[config.mk]
export PLATFORM = sky130hd
export DESIGN_NAME = fpsub_unsigned
export DESIGN_NICKNAME = d
export VERILOG_FILES = /design/src/rtl/fp_pkg.sv /design/src/rtl/fp_lzc24.sv /design/src/rtl/fpsub_unsigned.sv
export SDC_FILE = /design/constraint.sdc
export NUM_CORES = 1
export LEC_CHECK = 0
export CORE_MARGIN = 2
export CORE_UTILIZATION = 35
export CTS_BUF_LIST = sky130_fd_sc_hd__clkbuf_4 sky130_fd_sc_hd__clkbuf_8
export DETAILED_ROUTE_END_ITERATION = 12
export PLACE_DENSITY = 0.61
export REMOVE_ABC_BUFFERS = 1
export SLEW_MARGIN = 5
export SYNTH_ARGS = -nofsm -noshare
export SYNTH_HDL_FRONTEND = slang
export SYNTH_SLANG_ARGS = --single-unit
[constraint.sdc]
create_clock -name clk -period 6.6 [get_ports clk]
set_input_delay 1.65 -clock clk [delete_from_list [all_inputs] [get_ports clk]]
set_output_delay 1.65 -clock clk [all_outputs]
set_load 0.005 [all_outputs]
[src/rtl/fp_pkg.sv]
// fp_pkg: shared definitions for the unsigned FP adder/subtractor
// Format: [30:23] exponent, [22:0] fraction, implicit leading 1.
// Provides widths, the unit FSM state type and field-extract helpers.
package fp_pkg;
    localparam int EXP_W = 8;
    localparam int MAN_W = 23;
    localparam int FP_W  = EXP_W + MAN_W;

    typedef enum logic [2:0] {IDLE, ALIGN, SUB, NORM, DONE} state_t;

    function automatic logic [EXP_W-1:0] fp_exp(input logic [FP_W-1:0] x);
        return x[FP_W-1:MAN_W];
    endfunction

    // Fraction with the implicit leading 1 restored
    function automatic logic [MAN_W:0] fp_man(input logic [FP_W-1:0] x);
        return {1'b1, x[MAN_W-1:0]};
    endfunction
endpackage

[src/rtl/fp_lzc24.sv]
// fp_lzc24: 24-bit leading-zero counter
// Ports: i_val - value to scan; o_lzc - leading zeros (24 when i_val is 0).
module fp_lzc24 (
    input  logic [23:0] i_val,
    output logic [4:0]  o_lzc
);
    // Ascending scan: the highest set bit is the last one to write
    always_comb begin
        o_lzc = 5'd24;
        for (int i = 0; i < 24; i++)
            if (i_val[i]) o_lzc = 5'(23 - i);
    end
endmodule

[src/rtl/fpsub_unsigned.sv]
// fpsub_unsigned: iterative magnitude subtractor |in1 - in2| for unsigned FP
// Ports: clk/rst (sync, active-high); in_valid/in_ready/in1/in2 operand
// handshake; out_valid/out_ready/result/result_neg result handshake.
// Macro FPSUB_LZC_EN: single-cycle normalization via fp_lzc24 instead of
// one-bit-per-cycle left shifting.
module fpsub_unsigned
    import fp_pkg::*;
(
    input  logic            clk,
    input  logic            rst,
    input  logic            in_valid,
    output logic            in_ready,
    input  logic [FP_W-1:0] in1,
    input  logic [FP_W-1:0] in2,
    output logic            out_valid,
    input  logic            out_ready,
    output logic [FP_W-1:0] result,
    output logic            result_neg
);
    state_t           r_state;
    logic [FP_W-1:0]  r_l, r_s;
    logic [MAN_W:0]   r_ms, r_m;
    logic [EXP_W-1:0] r_e;
    logic             w_swap;
    logic [EXP_W-1:0] w_d;
    logic [MAN_W:0]   w_ms;

    assign in_ready  = r_state == IDLE;
    assign out_valid = r_state == DONE;
    // Plain unsigned compare of the packed words orders magnitudes correctly
    assign w_swap = in2 > in1;
    assign w_d    = fp_exp(r_l) - fp_exp(r_s);
    assign w_ms   = w_d >= 8'd24 ? '0 : fp_man(r_s) >> w_d;

`ifdef FPSUB_LZC_EN
    logic [4:0]       w_lzc;
    logic [EXP_W-1:0] w_lim, w_sh, w_en;
    logic [MAN_W:0]   w_mn;

    fp_lzc24 u_lzc (.i_val(r_m), .o_lzc(w_lzc));

    // Never shift the exponent below 1; anything still unnormalized flushes
    assign w_lim = r_e - 8'd1;
    assign w_sh  = {3'b0, w_lzc} < w_lim ? {3'b0, w_lzc} : w_lim;
    assign w_mn  = r_m << w_sh;
    assign w_en  = r_e - w_sh;
`endif

    always_ff @(posedge clk) begin
        if (rst) begin
            r_state    <= IDLE;
            result     <= '0;
            result_neg <= 1'b0;
        end else begin
            case (r_state)
                IDLE: if (in_valid) begin
                    r_l        <= w_swap ? in2 : in1;
                    r_s        <= w_swap ? in1 : in2;
                    result_neg <= w_swap;
                    r_state    <= ALIGN;
                end
                ALIGN: begin
                    r_ms    <= w_ms;
                    r_state <= SUB;
                end
                SUB: begin
                    r_m     <= fp_man(r_l) - r_ms;
                    r_e     <= fp_exp(r_l);
                    r_state <= NORM;
                end
`ifdef FPSUB_LZC_EN
                NORM: begin
                    result  <= w_mn[MAN_W] ? {w_en, w_mn[MAN_W-1:0]} : '0;
                    r_state <= DONE;
                end
`else
                NORM: begin
                    if (r_m == '0) begin
                        result  <= '0;
                        r_state <= DONE;
                    end else if (r_m[MAN_W]) begin
                        result  <= {r_e, r_m[MAN_W-1:0]};
                        r_state <= DONE;
                    end else if (r_e == 8'd1) begin
                        result  <= '0;
                        r_state <= DONE;
                    end else begin
                        r_m <= r_m << 1;
                        r_e <= r_e - 8'd1;
                    end
                end
`endif
                DONE: if (out_ready) r_state <= IDLE;
                default: r_state <= IDLE;
            endcase
        end
    end
endmodule

==> results.sh, run 1 <==
export IMPL_status="completed"
export IMPL_core_mm2=0.02703
export IMPL_cp_slowest_cell="or4_1"
export IMPL_vias=7405
export IMPL_cp_startpoint="in1[29]"
export IMPL_hold_buffers=0
export IMPL_reg2reg_to="r_ms[14]"
export IMPL_start_kind="primary input"
export IMPL_ir_drop_mv=0.1119
export IMPL_die_h_um=170.3
export IMPL_gp_congestion=0.8910
export IMPL_relSlewSlack_pct=30.49
export IMPL_rrSetupSlack_ns=2.61
export IMPL_wl_mm=22.39
export IMPL_clockBufferDepth=2
export IMPL_diodes=0
export IMPL_grt_pass1_vias=7044
export IMPL_busiest_layer="met2"
export IMPL_hold_ws_ns=0.4524
export IMPL_timing_fmax_mhz=204.8
export IMPL_cts_clk_slew_worst_paths_ns=0.09
export IMPL_critPathArrivalTime_ns=5.10
export IMPL_p_leak_nw=4.301
export IMPL_synth_area_mm2=0.009682
export IMPL_clockRootBuffer="clkbuf_8"
export IMPL_layout_common_cells="162 x nand2_1, 118 x edfxtp_1, 99 x clkdlybuf4s50_1"
export IMPL_hold_class="register to register"
export IMPL_ys_seq_area_share_pct=43.84
export IMPL_cts_sinks=153
export IMPL_n_fill_cell=2710
export IMPL_max_stage_delay_ns=0.57
export IMPL_netlist_instances=1009
export IMPL_rsz0062_at_grt="no"
export IMPL_cp_max_fo=27
export IMPL_multiInputGateArea_mm2=0.004932
export IMPL_initialDrtViolationCount=363
export IMPL_grt_remaining_overflow=0
export IMPL_drv_slew=0
export IMPL_postCtsResizedCells=0
export IMPL_numCtsBuffers=17
export IMPL_grt_max_degree=55
export IMPL_synth_seq_cells=153
export IMPL_nNetsFinal=1222
export IMPL_grtUsageMet1_pct=22.51
export IMPL_powerDensity_mw_per_mm2=228.2
export IMPL_use_met2_pct=25.47
export IMPL_placed_area_mm2=0.01099
export IMPL_cts_tree="built"
export IMPL_via_per_inst=5.125
export IMPL_yosysWarnings=0
export IMPL_io_buffers=99
export IMPL_r2r_start="r_l[23]"
export IMPL_grt_pass1_wl_mm=36.60
export IMPL_use_met3_pct=2.860
export IMPL_clk_latency_ns=0.46
export IMPL_min_period_ns=4.882
export IMPL_final_common_cell="nand2_1"
export IMPL_io_pins=100
export IMPL_hold_violations=0
export IMPL_die_width_um=170.3
export IMPL_drc=0
export IMPL_grt_usage_pct=15.98
export IMPL_wl_per_cell_um=15.49
export IMPL_crit_path_end_kind="register"
export IMPL_syn_to_final_growth_pct=17.50
export IMPL_synth_async_reset_ratio_pct=0
export IMPL_cap_violations=0
export IMPL_critPathKind="primary input to register"
export IMPL_post_cts_buffers=0
export IMPL_drive_gt1_share_pct=10.42
export IMPL_crit_chain="clkdlybuf4s50_1, inv_1, ha_1, nand4_1, or3_1, or4_1, nor3_2, a31o_4, buf_4, mux2_2"
export IMPL_crit_path_end="r_l[16]"
export IMPL_die_area_mm2=0.02901
export IMPL_syn_avg_cell_area_um2=9.595
export IMPL_synth_cell_types=63
export IMPL_yosys_most_used_dff="edfxtp_1"
export IMPL_tightest_slew_ns=1.040
export IMPL_htree_levels=4
export IMPL_worstPathRequired_ns=6.82
export IMPL_synth_edff_count=118
export IMPL_final_area_mm2=0.01138
export IMPL_r2r_cells=9
export IMPL_initial_core_util_pct=35.82
export IMPL_first_pass_iters=5
export IMPL_hpwl_mm=17.38
export IMPL_setup_viol=0
export IMPL_antenna_left=0
export IMPL_fin_skew_ns=0.01665
export IMPL_fp_row_count=60
export IMPL_antenna_found_initial=0
export IMPL_fin_setup_tns_ns=0
export IMPL_finalCritPeriodShare_pct=73.97
export IMPL_final_util_pct=42.09
export IMPL_regArea_mm2=0.004244
kinds of logic after synthesis:
group | Yosys count | synth area share (%)
buffers and inverters | 123 | 5.583
DFF | 153 | 43.84
and+or+nand+nor | 321 | 15.03
muxes | 59 | 7.069
xor gates and xnor gates | 29 | 2.623
adders and majority gates | 65 | 8.555
AOI/OAI and AO/OA | 259 | 17.30
Yosys cell counts, drive strengths merged, types with 3 or more instances:
master,n,area share (%)
nand3,49,2.5
or3,6,0.39
o31ai,5,0.39
nand3b,3,0.23
clkbuf,40,1.6
a32oi,3,0.27
mux4,4,0.93
o211ai,15,1.2
edfxtp,118,37
nor2,39,1.5
a211oi,14,1.1
dfxtp,35,7.2
mux2i,20,2.1
or2,3,0.19
a211o,6,0.54
nor3,12,0.67
a21o,14,1.1
nor4b,3,0.27
a31oi,4,0.26
xnor2,15,1.4
o21ai,85,5.5
nand2,162,6.3
o21a,5,0.39
mux2,35,4.1
nand2b,9,0.58
a21oi,84,4.3
nand4,9,0.58
nor2b,10,0.65
nor4,8,0.52
buf,12,1.3
inv,71,2.8
ha,63,8.1
xor2,14,1.3
through the flow:
step           setup WS, ns  std cells  power, mW
4_1_cts               1.702       1445      2.623
3_3_place_gp          1.142       1413      1.904
3_5_place_dp          1.211       1413      1.911
5_1_grt               1.565       1445      2.754
2_1_floorplan         1.793        957      1.679
6_report              1.718       1445      2.596
how the worst min path moves through the flow:
stage | startpoint | end | slack (ns) | cells past startpoint
2_1_floorplan | result[0] | result[0] | 0.44 | 2
3_3_place_gp | result[3] | result[3] | 0.44 | 2
3_5_place_dp | result[27] | result[27] | 0.44 | 2
4_1_cts | result[27] | result[27] | 0.46 | 2
5_1_grt | result[3] | result[3] | 0.47 | 2
6_report | result[20] | result[20] | 0.45 | 2
cell type report:
cell class	instances	area share (%)
well taps	341	3.751
flip-flops and latches	153	37.31
multi-input cells	733	43.36
clock inverters	14	1.188
clock buffers	18	2.178
repair buffers	115	9.877
inverters	71	2.343
metal layers:
layer,wire [um],vias to the layer above
met2,10280,129
met3,821,16
li1,-,3820
met1,11020,3440
met4,265,0
met5,0,-
flip-flops by register name (all words and copies together) (netlist names):
name and flops:
r_m 24, result_neg 1, result 31, r_state 3, r_s 31, r_e 8
r_l 31, r_ms 24
worst max-delay path: cells and delay by family:
| family | cells | cell delay (ns) |
|---|---|---|
| AO/OA/AOI/OAI | 1 | 0.36 |
| AND/OR/NAND/NOR | 4 | 1.46 |
| multiplexers | 1 | 0.37 |
| adder cells (fa/ha/maj) | 1 | 0.33 |
| buffers and inverters | 3 | 0.89 |
report_power, final:
| group | leakage (nW) | switching (mW) | total (mW) | internal (mW) |
|---|---|---|---|---|
| combinational | 2.72 | 0.414 | 0.714 | 0.299 |
| sequential | 1.38 | 0.0440 | 1.17 | 1.13 |
| clock | 0.196 | 0.393 | 0.709 | 0.317 |
| total | 4.30 | 0.851 | 2.60 | 1.75 |
No activity file was read; power rests on OpenSTA's default activity.
==> run 2: changes to the inputs <==
- clock period: 6.6 -> 4.85 ns (I/O delays scaled with it)
==> results.sh, run 2 (synthesis gave the netlist of run 1 again) <==
export IMPL_status="completed"
export IMPL_drive_gt1_share_pct=10.66
export IMPL_clockRootBuffer="clkbuf_8"
export IMPL_finalWorstSetupSlack_ns=0.7566
export IMPL_final_common_cell="nand2_1"
export IMPL_worstPathRequired_ns=5.05
export IMPL_io_pins=100
export IMPL_grt_pass1_vias=7025
export IMPL_placedCellCount=1416
export IMPL_grt_remaining_overflow=0
export IMPL_final_area_mm2=0.01140
export IMPL_min_period_ns=4.093
export IMPL_grt_pass1_wl_mm=36.83
export IMPL_first_pass_iters=5
export IMPL_gp_congestion=0.8566
export IMPL_syn_to_final_growth_pct=17.73
export IMPL_cap_violations=0
export IMPL_die_width_um=170.3
export IMPL_fp_row_count=60
export IMPL_max_stage_delay_ns=0.56
export IMPL_p_sw_mw=1.185
export IMPL_nNetsFinal=1225
export IMPL_pwr_share_clk_pct=26.6
export IMPL_wl_mm=22.83
export IMPL_ir_drop_mv=0.1612
export IMPL_reg_top3="r_l x31, r_s x31, result x31"
export IMPL_cts_clk_slew_worst_paths_ns=0.10
export IMPL_io_buffers=99
export IMPL_fin_skew_ns=0.01774
export IMPL_core_mm2=0.02703
export IMPL_hpwl_mm=17.62
export IMPL_rsz0062_at_grt="no"
export IMPL_stdcell_count=1448
export IMPL_critPathKind="primary input to register"
export IMPL_crit_chain="clkdlybuf4s50_1, inv_1, ha_1, nand4_1, or3_1, or4_1, nor3_2, a31o_4, buf_12, mux2_2"
export IMPL_internal_power_mw=2.338
export IMPL_htree_levels=4
export IMPL_post_cts_buffers=0
export IMPL_cp_slowest_cell="or4_1"
export IMPL_postCtsResizedCells=0
export IMPL_busiest_layer="met2"
export IMPL_pwr_share_comb_pct=28.1
export IMPL_p_leak_nw=4.314
export IMPL_switching_share_pct=33.65
export IMPL_use_met3_pct=2.744
export IMPL_powerDensity_mw_per_mm2=309.1
export IMPL_power_total_mw=3.523
export IMPL_hold_violations=0
export IMPL_hold_buffers=0
export IMPL_placed_area_mm2=0.01103
export IMPL_timing_fmax_mhz=244.3
export IMPL_drc=0
export IMPL_antenna_left=0
export IMPL_critPathArrivalTime_ns=4.30
export IMPL_fin_setup_tns_ns=0
export IMPL_via_per_inst=5.138
export IMPL_wl_per_cell_um=15.77
export IMPL_initialDrtViolationCount=449
export IMPL_die_area_mm2=0.02901
export IMPL_grt_usage_pct=16.06
export IMPL_use_met2_pct=26.76
export IMPL_finalCritPeriodShare_pct=84.40
export IMPL_grtUsageMet1_pct=22.03
export IMPL_pre_cts_ws_ns=0.2909
export IMPL_initial_core_util_pct=35.82
export IMPL_hold_class="register to register"
export IMPL_crit_path_end_kind="register"
export IMPL_numCtsBuffers=17
export IMPL_drv_slew=0
export IMPL_tightest_slew_ns=1.033
export IMPL_die_h_um=170.3
export IMPL_grt_max_degree=63
export IMPL_setup_viol=0
export IMPL_clk_latency_ns=0.46
export IMPL_cts_tree="built"
export IMPL_antenna_found_initial=0
export IMPL_pwr_share_seq_pct=45.3
export IMPL_relSlewSlack_pct=30.88
export IMPL_cp_max_fo=47
export IMPL_clockBufferDepth=2
export IMPL_cts_sinks=153
export IMPL_diodes=0
export IMPL_vias=7440
export IMPL_start_kind="primary input"
export IMPL_layout_common_cells="162 x nand2_1, 118 x edfxtp_1, 99 x clkdlybuf4s50_1"
run 2: cell count changes in the layout (fill, tap and decap cells not counted), sizes merged:
cell,previous run,this run
buf,16,19
bufinv,1,0
clkinv,4,2
inv,79,82
run 2: critical path, delay by kind of cell:
kind | cells | cell delay, ns
buffers and inverters | 3 | 0.78
and+or+nand+nor | 4 | 1.44
muxes | 1 | 0.37
adders and majority gates | 1 | 0.31
AOI/OAI and AO/OA | 1 | 0.15
run 2: power by group through the flow:
| stage | Sequential, mW | Combinational (mW) | Clock (mW) |
|---|---|---|---|
| after floorplan | 1.61 | 0.679 | 0 |
| after global placement | 1.63 | 0.972 | 0 |
| after detailed placement | 1.63 | 0.986 | 0 |
| after CTS | 1.60 | 0.990 | 0.967 |
| after global routing | 1.61 | 1.11 | 1.02 |
| final | 1.60 | 0.989 | 0.937 |
run 2: cell type report:
| type | count | area, um^2 |
|---|---|---|
| repair buffers | 118 | 1159 |
| clock inverters | 14 | 128.9 |
| well taps | 341 | 426.7 |
| flip-flops and latches | 153 | 4244 |
| inverters | 71 | 266.5 |
| clock buffers | 18 | 241.5 |
| fillers | 2683 | 15630 |
| multi-input cells | 733 | 4932 |
run 2: path summary, 6_finish.rpt:
path	from	to	slack (ns)	depth (start not counted)
max	in1[28]	r_l[16]	0.76	10
min	result[10]	result[10]	0.45	2
min reg2reg	result[10]	result[10]	0.45	2
max reg2reg	r_l[23]	r_ms[0]	1.39	10
run 2: metrics by stage:
stage | hold WS [ns] | util, %
CTS | 0.4583 | 42.18
finish | 0.4528 | 42.18
floorplan | 0.4422 | -
global placement | 0.4414 | 40.81
detailed placement | 0.4448 | 40.81
global route | 0.4683 | 42.18
run 2: metal layers:
layer | up-vias | wire [um]
met5 | - | 0
met4 | 0 | 161
met3 | 7 | 934
met2 | 142 | 10790
met1 | 3457 | 10940
li1 | 3834 | -
